[config.mk]
export PLATFORM = sky130hd
export DESIGN_NAME = cpu_debug_port
export DESIGN_NICKNAME = d
export VERILOG_FILES = /design/src/rtl/cpu_debug_port.sv
export SDC_FILE = /design/constraint.sdc
export NUM_CORES = 1
export LEC_CHECK = 0
export CAP_MARGIN = 40
export CORE_MARGIN = 2
export CORE_UTILIZATION = 42
export DETAILED_ROUTE_END_ITERATION = 6
export PLACE_DENSITY = 0.85
export SLEW_MARGIN = 15
export SYNTH_ARGS = -nofsm -noshare
export SYNTH_HDL_FRONTEND = slang
export SYNTH_SLANG_ARGS = --single-unit
[constraint.sdc]
create_clock -name clk -period 2.4 [get_ports clk]
set_input_delay 0.48 -clock clk [delete_from_list [all_inputs] [get_ports clk]]
set_output_delay 0.48 -clock clk [all_outputs]
set_load 0.05 [all_outputs]
[src/rtl/cpu_debug_port.sv]
// cpu_debug_port: debug responder beside cpu_top. Accepts one run-control or
// state-read command at a time on a valid/ready channel and returns exactly
// one response per command. Drives the core's halt request and the spare
// register-file read port.
//
// Ports
//   clk, rst_n                   clock (rising edge), async active-low reset
//   cmd_valid/cmd_ready          command handshake (ready only when idle)
//   cmd_op[2:0], cmd_addr[4:0]   0 NOP, 1 HALT, 2 RESUME, 3 STEP, 4 READ_REG,
//                                5 READ_PC, 6-7 reserved (error response)
//   rsp_valid/rsp_ready          response handshake
//   rsp_data[XLEN-1:0], rsp_err  response payload and error flag
//   cpu_halt_req                 level request for the core to stop retiring
//   cpu_halted, cpu_pc           core status and current PC
//   rf_raddr, rf_rdata           debug register-file read port
module cpu_debug_port #(
    parameter int unsigned XLEN         = 32,
    parameter int unsigned HALT_TIMEOUT = 16
) (
    input  logic            clk,
    input  logic            rst_n,
    input  logic            cmd_valid,
    output logic            cmd_ready,
    input  logic [2:0]      cmd_op,
    input  logic [4:0]      cmd_addr,
    output logic            rsp_valid,
    input  logic            rsp_ready,
    output logic [XLEN-1:0] rsp_data,
    output logic            rsp_err,
    output logic            cpu_halt_req,
    input  logic            cpu_halted,
    input  logic [XLEN-1:0] cpu_pc,
    output logic [4:0]      rf_raddr,
    input  logic [XLEN-1:0] rf_rdata
);

    localparam int unsigned CNT_W = $clog2(HALT_TIMEOUT + 1);

    localparam logic [2:0] OP_NOP      = 3'd0;
    localparam logic [2:0] OP_HALT     = 3'd1;
    localparam logic [2:0] OP_RESUME   = 3'd2;
    localparam logic [2:0] OP_STEP     = 3'd3;
    localparam logic [2:0] OP_READ_REG = 3'd4;
    localparam logic [2:0] OP_READ_PC  = 3'd5;

    typedef enum logic [2:0] {
        S_IDLE,
        S_RD_REG,
        S_WAIT_HALT,
        S_STEP_LOW,
        S_RESP
    } state_t;

    state_t            state, state_nxt;
    logic [CNT_W-1:0]  cnt, cnt_nxt;
    logic              cmd_ready_nxt;
    logic              rsp_valid_nxt;
    logic [XLEN-1:0]   rsp_data_nxt;
    logic              rsp_err_nxt;
    logic              halt_req_nxt;
    logic [4:0]        rf_raddr_nxt;

    // State and registered outputs
    always_ff @(posedge clk or negedge rst_n) begin
        if (!rst_n) begin
            state        <= S_IDLE;
            cnt          <= '0;
            cmd_ready    <= 1'b1;
            rsp_valid    <= 1'b0;
            rsp_data     <= '0;
            rsp_err      <= 1'b0;
            cpu_halt_req <= 1'b0;
            rf_raddr     <= '0;
        end else begin
            state        <= state_nxt;
            cnt          <= cnt_nxt;
            cmd_ready    <= cmd_ready_nxt;
            rsp_valid    <= rsp_valid_nxt;
            rsp_data     <= rsp_data_nxt;
            rsp_err      <= rsp_err_nxt;
            cpu_halt_req <= halt_req_nxt;
            rf_raddr     <= rf_raddr_nxt;
        end
    end

    // Next-state and next-output logic
    always_comb begin
        state_nxt     = state;
        cnt_nxt       = cnt;
        cmd_ready_nxt = cmd_ready;
        rsp_valid_nxt = rsp_valid;
        rsp_data_nxt  = rsp_data;
        rsp_err_nxt   = rsp_err;
        halt_req_nxt  = cpu_halt_req;
        rf_raddr_nxt  = rf_raddr;

        case (state)
            S_IDLE: begin
                if (cmd_valid && cmd_ready) begin
                    cmd_ready_nxt = 1'b0;
                    case (cmd_op)
                        OP_NOP: begin
                            state_nxt     = S_RESP;
                            rsp_valid_nxt = 1'b1;
                            rsp_data_nxt  = '0;
                            rsp_err_nxt   = 1'b0;
                        end
                        OP_HALT: begin
                            halt_req_nxt = 1'b1;
                            cnt_nxt      = '0;
                            state_nxt    = S_WAIT_HALT;
                        end
                        OP_RESUME: begin
                            halt_req_nxt  = 1'b0;
                            state_nxt     = S_RESP;
                            rsp_valid_nxt = 1'b1;
                            rsp_data_nxt  = '0;
                            rsp_err_nxt   = 1'b0;
                        end
                        OP_STEP: begin
                            // A step only makes sense on a core that is requested and confirmed stopped
                            if (cpu_halt_req && cpu_halted) begin
                                halt_req_nxt = 1'b0;
                                state_nxt    = S_STEP_LOW;
                            end else begin
                                state_nxt     = S_RESP;
                                rsp_valid_nxt = 1'b1;
                                rsp_data_nxt  = '0;
                                rsp_err_nxt   = 1'b1;
                            end
                        end
                        OP_READ_REG: begin
                            rf_raddr_nxt = cmd_addr;
                            state_nxt    = S_RD_REG;
                        end
                        OP_READ_PC: begin
                            state_nxt     = S_RESP;
                            rsp_valid_nxt = 1'b1;
                            rsp_data_nxt  = cpu_pc;
                            rsp_err_nxt   = 1'b0;
                        end
                        default: begin
                            state_nxt     = S_RESP;
                            rsp_valid_nxt = 1'b1;
                            rsp_data_nxt  = '0;
                            rsp_err_nxt   = 1'b1;
                        end
                    endcase
                end
            end

            // rf_raddr became valid this cycle; rf_rdata is combinational
            S_RD_REG: begin
                state_nxt     = S_RESP;
                rsp_valid_nxt = 1'b1;
                rsp_data_nxt  = rf_rdata;
                rsp_err_nxt   = 1'b0;
            end

            // One cycle of released halt request lets the core retire one instruction
            S_STEP_LOW: begin
                halt_req_nxt = 1'b1;
                cnt_nxt      = '0;
                state_nxt    = S_WAIT_HALT;
            end

            // Halt request stays asserted on timeout; only RESUME releases it
            S_WAIT_HALT: begin
                if (cpu_halted) begin
                    state_nxt     = S_RESP;
                    rsp_valid_nxt = 1'b1;
                    rsp_data_nxt  = cpu_pc;
                    rsp_err_nxt   = 1'b0;
                end else begin
                    if (cnt != CNT_W'(HALT_TIMEOUT)) begin
                        cnt_nxt = cnt + CNT_W'(1);
                    end
                    if (cnt_nxt == CNT_W'(HALT_TIMEOUT)) begin
                        state_nxt     = S_RESP;
                        rsp_valid_nxt = 1'b1;
                        rsp_data_nxt  = cpu_pc;
                        rsp_err_nxt   = 1'b1;
                    end
                end
            end

            // Payload held stable until the consumer takes it
            S_RESP: begin
                if (rsp_ready) begin
                    rsp_valid_nxt = 1'b0;
                    cmd_ready_nxt = 1'b1;
                    state_nxt     = S_IDLE;
                end
            end

            default: begin
                state_nxt     = S_IDLE;
                cmd_ready_nxt = 1'b1;
                rsp_valid_nxt = 1'b0;
            end
        endcase
    end

endmodule

==> results of run 1 <==
## kinds of logic (layout without fill, tap and decap cells)
| kind of cell | after synthesis | in the layout | synth area share [%] |
|---|---|---|---|
| DFF | 49 | 49 | 46.58 |
| adders and majority gates | 2 | 2 | 0.9495 |
| AOI/OAI and AO/OA | 63 | 63 | 18.61 |
| xor gates and xnor gates | 5 | 5 | 1.662 |
| muxes | 37 | 37 | 19.66 |
| and+or+nand+nor | 34 | 34 | 7.360 |
| buffers and inverters | 21 | 150 | 5.176 |
## layer usage
metal	wire length, microns	track usage (%)	share of wire [%]	vias up
li1	-	-	-	1038
met1	2761	23.32	41	1037
met2	3347	35.41	50	78
met3	469	5.964	7.0	10
met4	80	4.620	1.2	0
met5	0	0	0	-
## registers in the layout (all words and copies together) (netlist names)
name / count
cnt: 5
rsp_err: 1
rf_raddr: 5
cmd_ready: 1
cpu_halt_req: 1
state: 3
rsp_data: 32
rsp_valid: 1
## power by group through the flow
| stage | clock network, uW | registers, uW | logic, uW |
|---|---|---|---|
| global placement | 0 | 1310 | 2440 |
| detailed placement | 0 | 1330 | 2480 |
| finish | 686 | 1320 | 2480 |
| global route | 745 | 1360 | 2610 |
| CTS | 709 | 1320 | 2500 |
| floorplan | 0 | 2090 | 905 |
## synthesized netlist by cell type, drive strengths merged, types with 2 or more instances
cell / number
nand2b: 2
a22o: 33
a21oi: 7
a21o: 3
mux2: 37
o21ai: 9
nor2: 8
nor2b: 3
xor2: 2
nand2: 6
xnor2: 3
ha: 2
o31ai: 2
clkbuf: 7
or3: 4
buf: 7
nor3: 3
o21a: 2
dfrtp: 48
inv: 7
nand3: 2
## critical path: stages
cell and delay (ns):
clkdlybuf4s50_1 0.48, or4b_4 0.58, a21oi_2 0.16, a2111oi_2 0.08, o211a_2 0.20, buf_12 0.17, mux2_4 0.31
## worst max path at each step
stage | cells after the start | slack, ns | endpoint | from
2_1_floorplan | 9 | 0.29 | rsp_data[1] | cnt[0]
5_1_grt | 7 | 0.003 | rsp_data[8] | cmd_op[2]
3_3_place_gp | 7 | -0.18 | rsp_data[10] | cmd_op[2]
4_1_cts | 7 | 0.09 | rsp_data[8] | cmd_op[2]
3_5_place_dp | 7 | -0.23 | rsp_data[11] | cmd_op[2]
6_report | 7 | 0.12 | rsp_data[2] | cmd_op[2]
## per-stage QoR
stage | worst slack [ns] | cell area (sq um) | TNS [ns] | total power (uW) | cells
finish | 0.1223 | 4100 | 0 | 4481 | 415
global route | 0.003138 | 4100 | 0 | 4715 | 415
CTS | 0.09441 | 4100 | 0 | 4524 | 415
detailed placement | -0.2285 | 3966 | -6.613 | 3815 | 407
global placement | -0.1772 | 3966 | -4.838 | 3757 | 407
floorplan | 0.2893 | 2635 | 0 | 2993 | 211
## layout make-up
| class | count | area [sq um] | share of cell area [%] |
|---|---|---|---|
| repair buffers | 135 | 1339 | 32.65 |
| multi-input cells | 141 | 1280 | 31.22 |
| flip-flops and latches | 49 | 1227 | 29.94 |
| well taps | 75 | 93.84 | 2.289 |
| clock buffers | 5 | 68.82 | 1.678 |
| clock inverters | 3 | 65.06 | 1.587 |
| inverters | 7 | 26.28 | 0.6408 |
## timing repair
action | CTS | global route
gates resized for setup | 0 | 0
endpoints found under the setup margin | 0 | 18
hold buffers | 0 | 0
==> metrics.yaml, run 1 <==
fillCellCount: 456
std_cell_rows: 28
syn_area_sq_um: 2635
nNetsFinal: 418
critPathRequiredTime_ns: 2.58
drv_cap: 0
timing_hold_violations_final: 0
firstDrtPassIters: 6
synthTopCellsByArea: "dfrtp_1 46%, mux2_4 15%, a22o_1 11%, mux2_2 4.3%, buf_12 1.5%"
cts_htree_levels: 2
worst_slew_pin_slew_ns: 0.8555
finalCriticalPeriod_ns: 2.278
worstPathArrival_ns: 2.46
start_util_pct: 43.98
cts_tree: "built"
cts-root-buf: "clkbuf_8"
dp_hpwl_microns: 5217
coreArea_sq_um: 5991
synth-edff-count: 0
grt_pass1_wl_microns: 11220
worstSkewPairLatency_ns: 0.30
syn_avg_cell_area_sq_um: 12.49
start_kind: "input port"
post_cts_buffers: 0
cts.clk_slew.worst_paths_ns: 0.09
rr_startpoint: "cnt[1]"
power.switching_uw: 1869
r2r_cells: 8
dieArea_sq_um: 6923
setup_viol: 0
clockBufferDepth: 2
synth_nets: 290
gp_congestion: 0.8927
synth_top_area_share_pct: 45.58
synthArstFlopShare_pct: 100.0
drc: 0
wire_per_inst_microns: 16.05
ys_warn_count: 0
final_cell_mix: "116 x clkdlybuf4s50_1, 48 x dfrtp_1, 33 x a22o_1"
utilization_pct: 68.44
clock_power_share_pct: 15.3
synthCells: 211
diodes: 0
layout-drive-gt1-share_pct: 21.76
worst_hold_slack_ns: 0.06733
drt_iter0_drc: 53
die_w_microns: 83.21
relSlewSlack_pct: 42.72
synth_ff_type: "dfrtp_1"
r2r_setup_slack_ns: 0.14
worst_r2r_endpoint: "rsp_data[8]"
vdd_ir_drop_max_mv: 0.7585
finalCritPeriodShare_pct: 94.90
ys_ff_latch: 49
path_class: "in -> reg"
fmax_mhz: 439.0
hold_path_class: "in -> async"
syn_to_final_growth_pct: 55.60
pwr_density_cell_nw_per_um2: 1093
worst_setup_path_end_kind: "register"
die_h_microns: 83.21
viasPerCell: 5.212
seq_power_share_pct: 29.5
num_io_pins: 118
ant_nets: 0
power.share.switching_pct: 41.71
cts_sinks: 49
intPower_uw: 2612
synth-seq-area-share_pct: 46.58
cp_max_fo: 17
grt_max_degree: 21
p_leak_uw: 0.001810
synth.largest_area_cell: "dfrtp_1"
numCtsBuffers: 5
combPwrFrac_pct: 55.2
outcome: "finished clean"
finClkSkew_ns: 0.009504
grt_pass1_vias: 2263
grt_use_total_pct: 19.83
portBuffers: 117
wl_microns: 6659
rsz0062_at_grt: "false"
slew_violations: 0
synth_cell_type_count: 41
grt_antenna_before_repair: 0
overflow: 0
mostFrequentLayoutCell: "clkdlybuf4s50_1"
vias: 2163
(Power assumes the default switching activity.)
==> inputs of run 2 (changes only) <==
--- a/config.mk
+++ b/config.mk
@@ -8,6 +8,7 @@
 export CAP_MARGIN = 40
 export CORE_MARGIN = 2
 export CORE_UTILIZATION = 42
+export CTS_CLUSTER_SIZE = 16
 export DETAILED_ROUTE_END_ITERATION = 6
 export PLACE_DENSITY = 0.85
 export SLEW_MARGIN = 15
==> results of run 2 <==
Final layout, timing and power as in run 1 (identical DEF).
